[src/rtl/id_ex_stage_pkg.sv]
// Shared types and constants for the ID->EX pipeline stage register.
package id_ex_stage_pkg;

  localparam int unsigned DATA_W_DEF = 32;
  localparam int unsigned CTRL_W_DEF = 10;

  // Bit offsets inside the decoded control bundle
  localparam int unsigned CTRL_SPARE      = 0;
  localparam int unsigned CTRL_WRITE_REG  = 1;
  localparam int unsigned CTRL_MEM_TO_REG = 2;
  localparam int unsigned CTRL_WRITE_MEM  = 3;
  localparam int unsigned CTRL_ALUC_LSB   = 4;
  localparam int unsigned CTRL_SHIFT      = 8;
  localparam int unsigned CTRL_ALU_IMM    = 9;

  typedef logic [DATA_W_DEF-1:0] alu_bus_t;
  typedef logic [DATA_W_DEF-1:0] reg_data_bus_t;

  typedef struct packed {
    logic       alu_imm;
    logic       shift;
    logic [3:0] aluc;
    logic       write_mem;
    logic       mem_to_reg;
    logic       write_reg;
    logic       spare;
  } ctrl_bundle_t;

  typedef enum logic [1:0] {
    ST_EMPTY = 2'd0,
    ST_ONE   = 2'd1,
    ST_FULL  = 2'd2
  } stage_state_e;

endpackage

[src/rtl/id_ex_stage_slot.sv]
// One pipeline slot: a valid bit plus a W-bit data register.
module pipe_slot #(
  parameter int unsigned W = 8
) (
  input  logic         clk,
  input  logic         rst,
  input  logic         load,
  input  logic         clear,
  input  logic [W-1:0] d,
  output logic [W-1:0] q,
  output logic         valid
);

  // Clear wins over load; data is only written on a real load
  always_ff @(posedge clk or negedge rst) begin
    if (!rst) begin
      valid <= 1'b0;
      q     <= '0;
    end else if (clear) begin
      valid <= 1'b0;
    end else if (load) begin
      valid <= 1'b1;
      q     <= d;
    end
  end

endmodule

[src/rtl/id_ex_stage.sv]
// ID->EX stage register with valid/ready handshake, flush and optional skid slot.
module id_ex_stage
  import id_ex_stage_pkg::*;
#(
  parameter int unsigned DATA_W = DATA_W_DEF,
  parameter int unsigned N_OPR  = 2,
  parameter int unsigned CTRL_W = CTRL_W_DEF,
  parameter int unsigned SKID   = 1
) (
  input  logic                    clk,
  input  logic                    rst,
  input  logic                    in_valid,
  output logic                    in_ready,
  input  logic [CTRL_W-1:0]       in_ctrl,
  input  logic [N_OPR*DATA_W-1:0] in_opr,
  input  logic                    flush,
  output logic                    out_valid,
  input  logic                    out_ready,
  output logic [CTRL_W-1:0]       out_ctrl,
  output logic [N_OPR*DATA_W-1:0] out_opr,
  output logic [1:0]              occupancy
);

  localparam int unsigned OPR_W  = N_OPR * DATA_W;
  localparam int unsigned SLOT_W = CTRL_W + OPR_W;

  stage_state_e      state_q, state_d;
  logic [SLOT_W-1:0] in_data, m_d, m_q, s_q;
  logic              m_load, m_clear, m_valid;
  logic              s_load, s_clear, s_valid;
  logic              accept, pop;

  assign in_data = {in_ctrl, in_opr};
  assign accept  = in_valid & in_ready;
  assign pop     = m_valid & out_ready;

  always_ff @(posedge clk or negedge rst) begin
    if (!rst) state_q <= ST_EMPTY;
    else      state_q <= state_d;
  end

  // Next state and slot control; flush overrides every other action
  always_comb begin
    state_d = state_q;
    m_d     = in_data;
    m_load  = 1'b0;
    m_clear = 1'b0;
    s_load  = 1'b0;
    s_clear = 1'b0;
    case (state_q)
      ST_EMPTY: begin
        if (accept) begin
          state_d = ST_ONE;
          m_load  = 1'b1;
        end
      end
      ST_ONE: begin
        if (accept && pop) begin
          m_load = 1'b1;
        end else if (accept && (SKID != 0)) begin
          state_d = ST_FULL;
          s_load  = 1'b1;
        end else if (pop) begin
          state_d = ST_EMPTY;
          m_clear = 1'b1;
        end
      end
      ST_FULL: begin
        if (pop && s_valid) begin
          state_d = ST_ONE;
          m_d     = s_q;
          m_load  = 1'b1;
          s_clear = 1'b1;
        end
      end
      default: state_d = ST_EMPTY;
    endcase
    if (flush) begin
      state_d = ST_EMPTY;
      m_load  = 1'b0;
      s_load  = 1'b0;
      m_clear = 1'b1;
      s_clear = 1'b1;
    end
  end

  pipe_slot #(.W(SLOT_W)) u_main (
    .clk   (clk),
    .rst   (rst),
    .load  (m_load),
    .clear (m_clear),
    .d     (m_d),
    .q     (m_q),
    .valid (m_valid)
  );

  generate
    if (SKID != 0) begin : g_skid
      logic in_ready_q;

      pipe_slot #(.W(SLOT_W)) u_skid (
        .clk   (clk),
        .rst   (rst),
        .load  (s_load),
        .clear (s_clear),
        .d     (in_data),
        .q     (s_q),
        .valid (s_valid)
      );

      // Registered ready: ID never sees a combinational path from EX
      always_ff @(posedge clk or negedge rst) begin
        if (!rst) in_ready_q <= 1'b0;
        else      in_ready_q <= (state_d != ST_FULL);
      end
      assign in_ready = in_ready_q;
    end else begin : g_noskid
      logic alive_q;

      always_ff @(posedge clk or negedge rst) begin
        if (!rst) alive_q <= 1'b0;
        else      alive_q <= 1'b1;
      end
      assign s_q      = '0;
      assign s_valid  = 1'b0;
      assign in_ready = alive_q & (~m_valid | out_ready);
    end
  endgenerate

  // Bubble mask keeps write_reg/write_mem low whenever nothing is valid
  assign out_valid = m_valid;
  assign out_ctrl  = m_q[SLOT_W-1 -: CTRL_W] & {CTRL_W{m_valid}};
  assign out_opr   = m_q[OPR_W-1:0];
  assign occupancy = state_q;

endmodule
[config.mk]
export PLATFORM = sky130hd
export DESIGN_NAME = id_ex_stage
export DESIGN_NICKNAME = d
export VERILOG_FILES = /design/src/rtl/id_ex_stage_pkg.sv /design/src/rtl/id_ex_stage_slot.sv /design/src/rtl/id_ex_stage.sv
export SDC_FILE = /design/constraint.sdc
export NUM_CORES = 1
export LEC_CHECK = 0
export CAP_MARGIN = 10
export CORE_AREA = 2 2 168 170
export CTS_CLUSTER_SIZE = 14
export DETAILED_ROUTE_END_ITERATION = 10
export DIE_AREA = 0 0 170 172
export PLACE_DENSITY = 0.63
export SKIP_CTS_REPAIR_TIMING = 1
export SLEW_MARGIN = 15
export SYNTH_ARGS = -nofsm -noshare
export SYNTH_HDL_FRONTEND = slang
export SYNTH_SLANG_ARGS = --single-unit
[constraint.sdc]
create_clock -name clk -period 1.7 [get_ports clk]
set_clock_uncertainty 0.1 [all_clocks]
set_input_delay 0.51 -clock clk [delete_from_list [all_inputs] [get_ports clk]]
set_output_delay 0.51 -clock clk [all_outputs]
set_load 0.02 [all_outputs]
## Word level (Yosys, flattened, before mapping)

Index checks and enable logic that the tools add are counted.

| word-level totals | value |
|---|---|
| output and inout port bits | 78 |
| bits in registers | 153 |
| bits of input ports | 79 |

| cells by class | value |
|---|---|
| bitwise logic cells | 5 |
| reduce and logical (&&, ||, !) cells | 7 |
| equality and inequality tests | 3 |
| muxes and demuxes | 28 |

Operators by type and width:

| cell | number |
|---|---|
| $mux W74 | 2 |
| $mux W1 | 18 |
| $mux W2 | 6 |
| $and A10 B10 Y10 | 1 |
| $pmux W2 S3 | 1 |
| $reduce_and A2 Y1 | 2 |
| $reduce_bool A2 Y1 | 2 |
| $pmux W1 S3 | 1 |
| $and A1 B1 Y1 | 2 |
| $eq A2 B1 Y1 const B | 1 |
| $eq A2 B2 Y1 const B | 1 |
| $logic_and A1 B1 Y1 | 2 |
| $logic_not A2 Y1 | 1 |
| $ne A2 B2 Y1 const B | 1 |
| $not A1 Y1 | 2 |

## Depth between registers and ports, before layout

| depth | value |
|---|---|
| depth after elaboration | 8 |
| mapped depth | 6 |

## By module

Synthesis repeated with hierarchy kept, for this count alone.

| second synthesis, totals | value |
|---|---|
| cell total of the unflattened synthesis | 435 |
| area total of the unflattened synthesis | 7380.8 µm² |

Modules (own cells, without submodules):

| module | sequential area each (µm²) | cells an instance | area an instance (µm²) | times used |
|---|---|---|---|---|
| pipe_slot | 1876.8 | 160 | 3104.2 | 2 |
| id_ex_stage | 75.1 | 115 | 1172.4 | 1 |

## Worst setup path after synthesis

No wires, ideal clock.

| timing | value |
|---|---|
| path kind | flip-flop to flip-flop |
| from | reg state_q[0] (netlist: occupancy[0]) |
| to | reg g_skid.u_skid.q[0] |
| period minus slack after synthesis | 1905 ps |
| stages on the path, launching flop included | 7 |
| data required time | 1473 ps |
| path slack | -205 ps |
| data arrival time | 1677 ps |
| library setup time | 127 ps |
| path through | dfrtp_1 > buf_2 > a21boi_2 > nor3b_2 > buf_4 > buf_6 > mux2_1 |

| on the way | value |
|---|---|
| word-level cells in the longest chain between the ends | 5 |

Ends and longest elaborated chain:

| element | RTL line | text |
|---|---|---|
| start, declared | id_ex_stage.sv:27 | `stage_state_e state_q, state_d;` |
| start signal, assigned | id_ex_stage.sv:39 | `else state_q <= state_d;` |
| $eq A2 B2 Y1 | id_ex_stage.sv:50 | `case (state_q)` |
| $mux W1 | id_ex_stage.sv:50 |  |
| $mux W1 | id_ex_stage.sv:78 | `if (flush) begin` |
| $not A1 Y1 (no line) | n/a |  |
| $reduce_and A2 Y1 (no line) (*) | n/a |  |
| end signal, assigned | id_ex_stage_slot.sv:18 | `q <= '0;` |
| end signal, assigned | id_ex_stage_slot.sv:23 | `q <= d;` |
| end, declared | id_ex_stage_slot.sv:10 | `output logic [W-1:0] q,` |

Mark *: on every way between the ends. The rest lies on a longest branch, timed or not.
A chain may end at the register's enable or synchronous reset.

## Worst setup path after layout

| timing | value |
|---|---|
| from | reg u_main.valid |
| to | reg g_skid.u_skid.q[43] |

| on the way | value |
|---|---|
| word-level cells in the longest chain between the ends | 7 |

Ends and longest elaborated chain:

| element | RTL line | text |
|---|---|---|
| start, declared | id_ex_stage_slot.sv:11 | `output logic valid` |
| start signal, assigned | id_ex_stage_slot.sv:17 | `valid <= 1'b0;` |
| start signal, assigned | id_ex_stage_slot.sv:20 | `valid <= 1'b0;` |
| start signal, assigned | id_ex_stage_slot.sv:22 | `valid <= 1'b1;` |
| $and A1 B1 Y1 (*) | id_ex_stage.sv:35 | `assign pop = m_valid & out_ready;` |
| $logic_and A1 B1 Y1 | id_ex_stage.sv:69 | `if (pop && s_valid) begin` |
| $mux W1 | id_ex_stage.sv:69 |  |
| $mux W1 | id_ex_stage.sv:50 |  |
| $mux W1 | id_ex_stage.sv:78 |  |
| $not A1 Y1 (no line) | n/a |  |
| $reduce_and A2 Y1 (no line) (*) | n/a |  |

Marks and branches as above.

==> run_results.csv <==
group,metric,value,unit
yosys,async_flop_share,1.00,
worst_setup_path,path_buf_inv,4,
route,dr_wl_met3,1190,um
yosys,synth.avg_cell_area,11.7,um^2
global_routing,grt_pass1_wl,37000,um
timing,rsz0062_at_grt,"true",
timing,setup_viol,161,
timing,relSlewSlack,0.695,
final_layout,area_growth,38.7,%
worst_setup_path,end_kind,"flip-flop",
run,maxCapViolations,0,
worst_setup_path,rr_startpoint,"u_main.valid",
timing,fmaxAchievable,0.483,GHz
route,post_drt_wl_per_cell,21.4,um
clock_network,clk_latency,0.42,ns
route,drtIter0Drc,464,
worst_setup_path,worstPathCellList,"buf_6, buf_6, a21boi_4, nor3b_4, buf_8, clkbuf_16, mux2_4",
power_and_ir_drop,powerDensity,1450,mW/mm^2
worst_setup_path,path_delay_family,"buffers and inverters",
worst_setup_path,cp.required,1.90,ns
route,routed.top_layer,"met4",
global_routing,gr-total-overflow,0,
worst_setup_path,path_max_fanout,8,
yosys,yosysUniqueCellTypes,28,
clock_network,cts_buffers,17,
global_routing,grt.total_usage,0.163,
route,postRouteAntennaNets,0,
yosys,ys_warn_count,0,
final_layout,fillers,2589,
worst_setup_path,worstPathArrival,2.27,ns
clock_network,cts_tree,"built",
yosys,syn-cell-area,0.00814,mm^2
worst_setup_path,r2r_cells,7,
run_status,violations,"negative setup slack",
yosys,synth_nets,777,
run_status,status,"finished, violations left",
clock_network,root_buffer,"clkbuf_16",
worst_setup_path,crit_top_cell,"buf_6",
floorplan,die_w,170,um
timing,hold_viol,0,
timing,worst_slew_pin_slew,0.456,ns
final_layout,final_cell_area,0.0113,mm^2
route,dr.pass1.iters,5,
global_routing,first_global_vias,6419,
route,wl_met2,11700,um
place,placed_cell_area,0.0101,mm^2
yosys,yosysSeqAreaShare,0.470,
timing,min_period,2.07,ns
worst_setup_path,cp-startpoint,"u_main.valid",
worst_hold_path,whs_path_depth,1,
floorplan,rows,61,
place,dp_slack,-0.742,ns
timing,drv_slew,0,
floorplan,io_pins,157,
global_routing,antenna_found_initial,1,
timing,hold_slack,0.391,ns
worst_setup_path,crit_path_max_incr_delay,0.49,ns
final_layout,drive_gt1_frac,0.371,
timing,postLayoutSetupSlackWorst,-0.372,ns
final_layout,nNetsFinal,893,
place,hpwl,15300,um
worst_setup_path,r2r_setup_slack,-0.37,ns
route,viasPerCell,5.41,
clock_network,htreeDepth,4,
floorplan,dieArea,0.0292,mm^2
global_routing,grt_max_degree,52,
floorplan,core_area,0.0275,mm^2
route,wl_met1,12000,um
place,portBuffers,156,
power_and_ir_drop,ir_drop,0.000660,V
place,routabilityCongestion,0.745,
worst_setup_path,criticalPathCategory,"reg -> reg",
worst_setup_path,crit_path_top_delay_cell,"dfrtp_4",
timing,fin_crit_sh,1.22,
worst_hold_path,min_to,"g_skid.u_skid.q[53]",
worst_setup_path,r2r_end,"g_skid.u_skid.q[43]",
yosys,synth_seq_cells,153,
route,routed_wl,25200,um
worst_hold_path,hp-start,"g_skid.u_skid.q[53]",
worst_setup_path,critPathLaunchType,"flip-flop",
worst_hold_path,min-delay-path-class,"reg -> reg",
yosys,syn_inst,698,
final_layout,post-route-util,0.411,
power_and_ir_drop,finalPower,0.0164,W
clock_network,cts_buffer_depth,2,
power_and_ir_drop,leakagePower,4.97,nW
clock_network,path_clk_slew,0.06,ns
route,via_count,6354,
floorplan,start_util,0.296,
route,drcViolationCount,0,
floorplan,die_y,172,um
clock_network,clock-sinks,153,
yosys,synth_edf_count,0,
yosys,synth_ff_type,"dfrtp_1",
flip-flops by register name (all words and copies together) (netlist names):
signal               flops
g_skid.u_skid.q         74
u_main.q                74
occupancy                2
g_skid.u_skid.valid      1
in_ready                 1
u_main.valid             1
how the worst max path moves through the flow:
stage | end | slack [ns] | cells past startpoint
after floorplan | g_skid.u_skid.q[0] | -0.08 | 6
after global placement | u_main.q[3] | -0.71 | 6
after detailed placement | u_main.q[73] | -0.74 | 6
after CTS | out_ctrl[9] | -0.74 | 2
after global routing | g_skid.u_skid.q[43] | -0.44 | 7
final | g_skid.u_skid.q[43] | -0.37 | 7
worst register-to-register path, delay by kind of cell, from the launching register on:
kind | cells | cell delay (ns)
compound gates | 1 | 0.15
buf+inv | 4 | 0.66
flops | 1 | 0.49
mux | 1 | 0.30
simple gates | 1 | 0.25
where the power goes:
group	internal (W)	switching, W
Sequential	0.00519	0.00104
Combinational	0.00315	0.00286
Clock	0.00254	0.00158
through the flow:
step / cells / setup TNS (ns)
2_1_floorplan: 698 / -6.83
3_3_place_gp: 1124 / -104.36
3_5_place_dp: 1124 / -106.02
4_1_cts: 1156 / -66.80
5_1_grt: 1174 / -61.05
6_report: 1174 / -51.65
cell families after synthesis:
| logic type | after synthesis | synth area share |
|---|---|---|
| AO/OA/AOI/OAI | 158 | 0.215 |
| buffers and inverters | 142 | 0.113 |
| flip-flops | 153 | 0.470 |
| multiplexers | 74 | 0.102 |
| AND/OR/NAND/NOR | 171 | 0.0995 |
synth_stat cells (2+ instances only):
| library cell | n | area, um^2 |
|---|---|---|
| and2_1 | 10 | 62.6 |
| nor2_1 | 76 | 285 |
| nor3_1 | 75 | 375 |
| a221oi_2 | 60 | 901 |
| buf_6 | 12 | 135 |
| nand2_1 | 2 | 7.51 |
| inv_1 | 2 | 7.51 |
| clkbuf_1 | 39 | 146 |
| a21oi_1 | 3 | 15.0 |
| or2_1 | 2 | 12.5 |
| a221oi_1 | 15 | 131 |
| mux2_1 | 74 | 833 |
| dfrtp_1 | 153 | 3830 |
| buf_2 | 16 | 80.1 |
| buf_4 | 73 | 548 |
| o32ai_1 | 74 | 648 |
layer usage:
| metal | up-vias | GRT usage |
|---|---|---|
| met5 | - | 0 |
| met4 | 0 | 0.0491 |
| met3 | 17 | 0.0320 |
| met2 | 188 | 0.264 |
| met1 | 3290 | 0.223 |
| li1 | 2859 | - |
placed cells by master, fill, tap and decap left out, types with 3 or more instances in the layout:
cell / Yosys / layout
a21oi_1: 3 / 3
buf_6: 12 / 12
clkinvlp_4: 0 / 3
a221oi_2: 60 / 67
buf_12: 0 / 24
mux2_4: 0 / 59
a221oi_4: 0 / 6
nor3_1: 75 / 73
dlymetal6s2s_1: 0 / 35
o32ai_1: 74 / 71
mux2_1: 74 / 15
o32ai_2: 0 / 3
bufinv_16: 0 / 4
clkbuf_2: 0 / 41
clkdlybuf4s50_1: 0 / 75
nor2_1: 76 / 75
dfrtp_1: 153 / 149
clkbuf_16: 0 / 23
buf_4: 73 / 39
and2_1: 10 / 10
layout make-up:
cell class                 instances  area, um^2  share of cell area
sequential                       153        3840               0.340
timing repair buffer             237        2520               0.224
clock buffer                      21         460              0.0408
antenna                            1        2.50            0.000222
tap                              346         433              0.0384
clock inverter                    11         170              0.0151
multi-input combinational        403        3850               0.341
inverter                           2        7.51            0.000665
(Power assumes the default switching activity.)
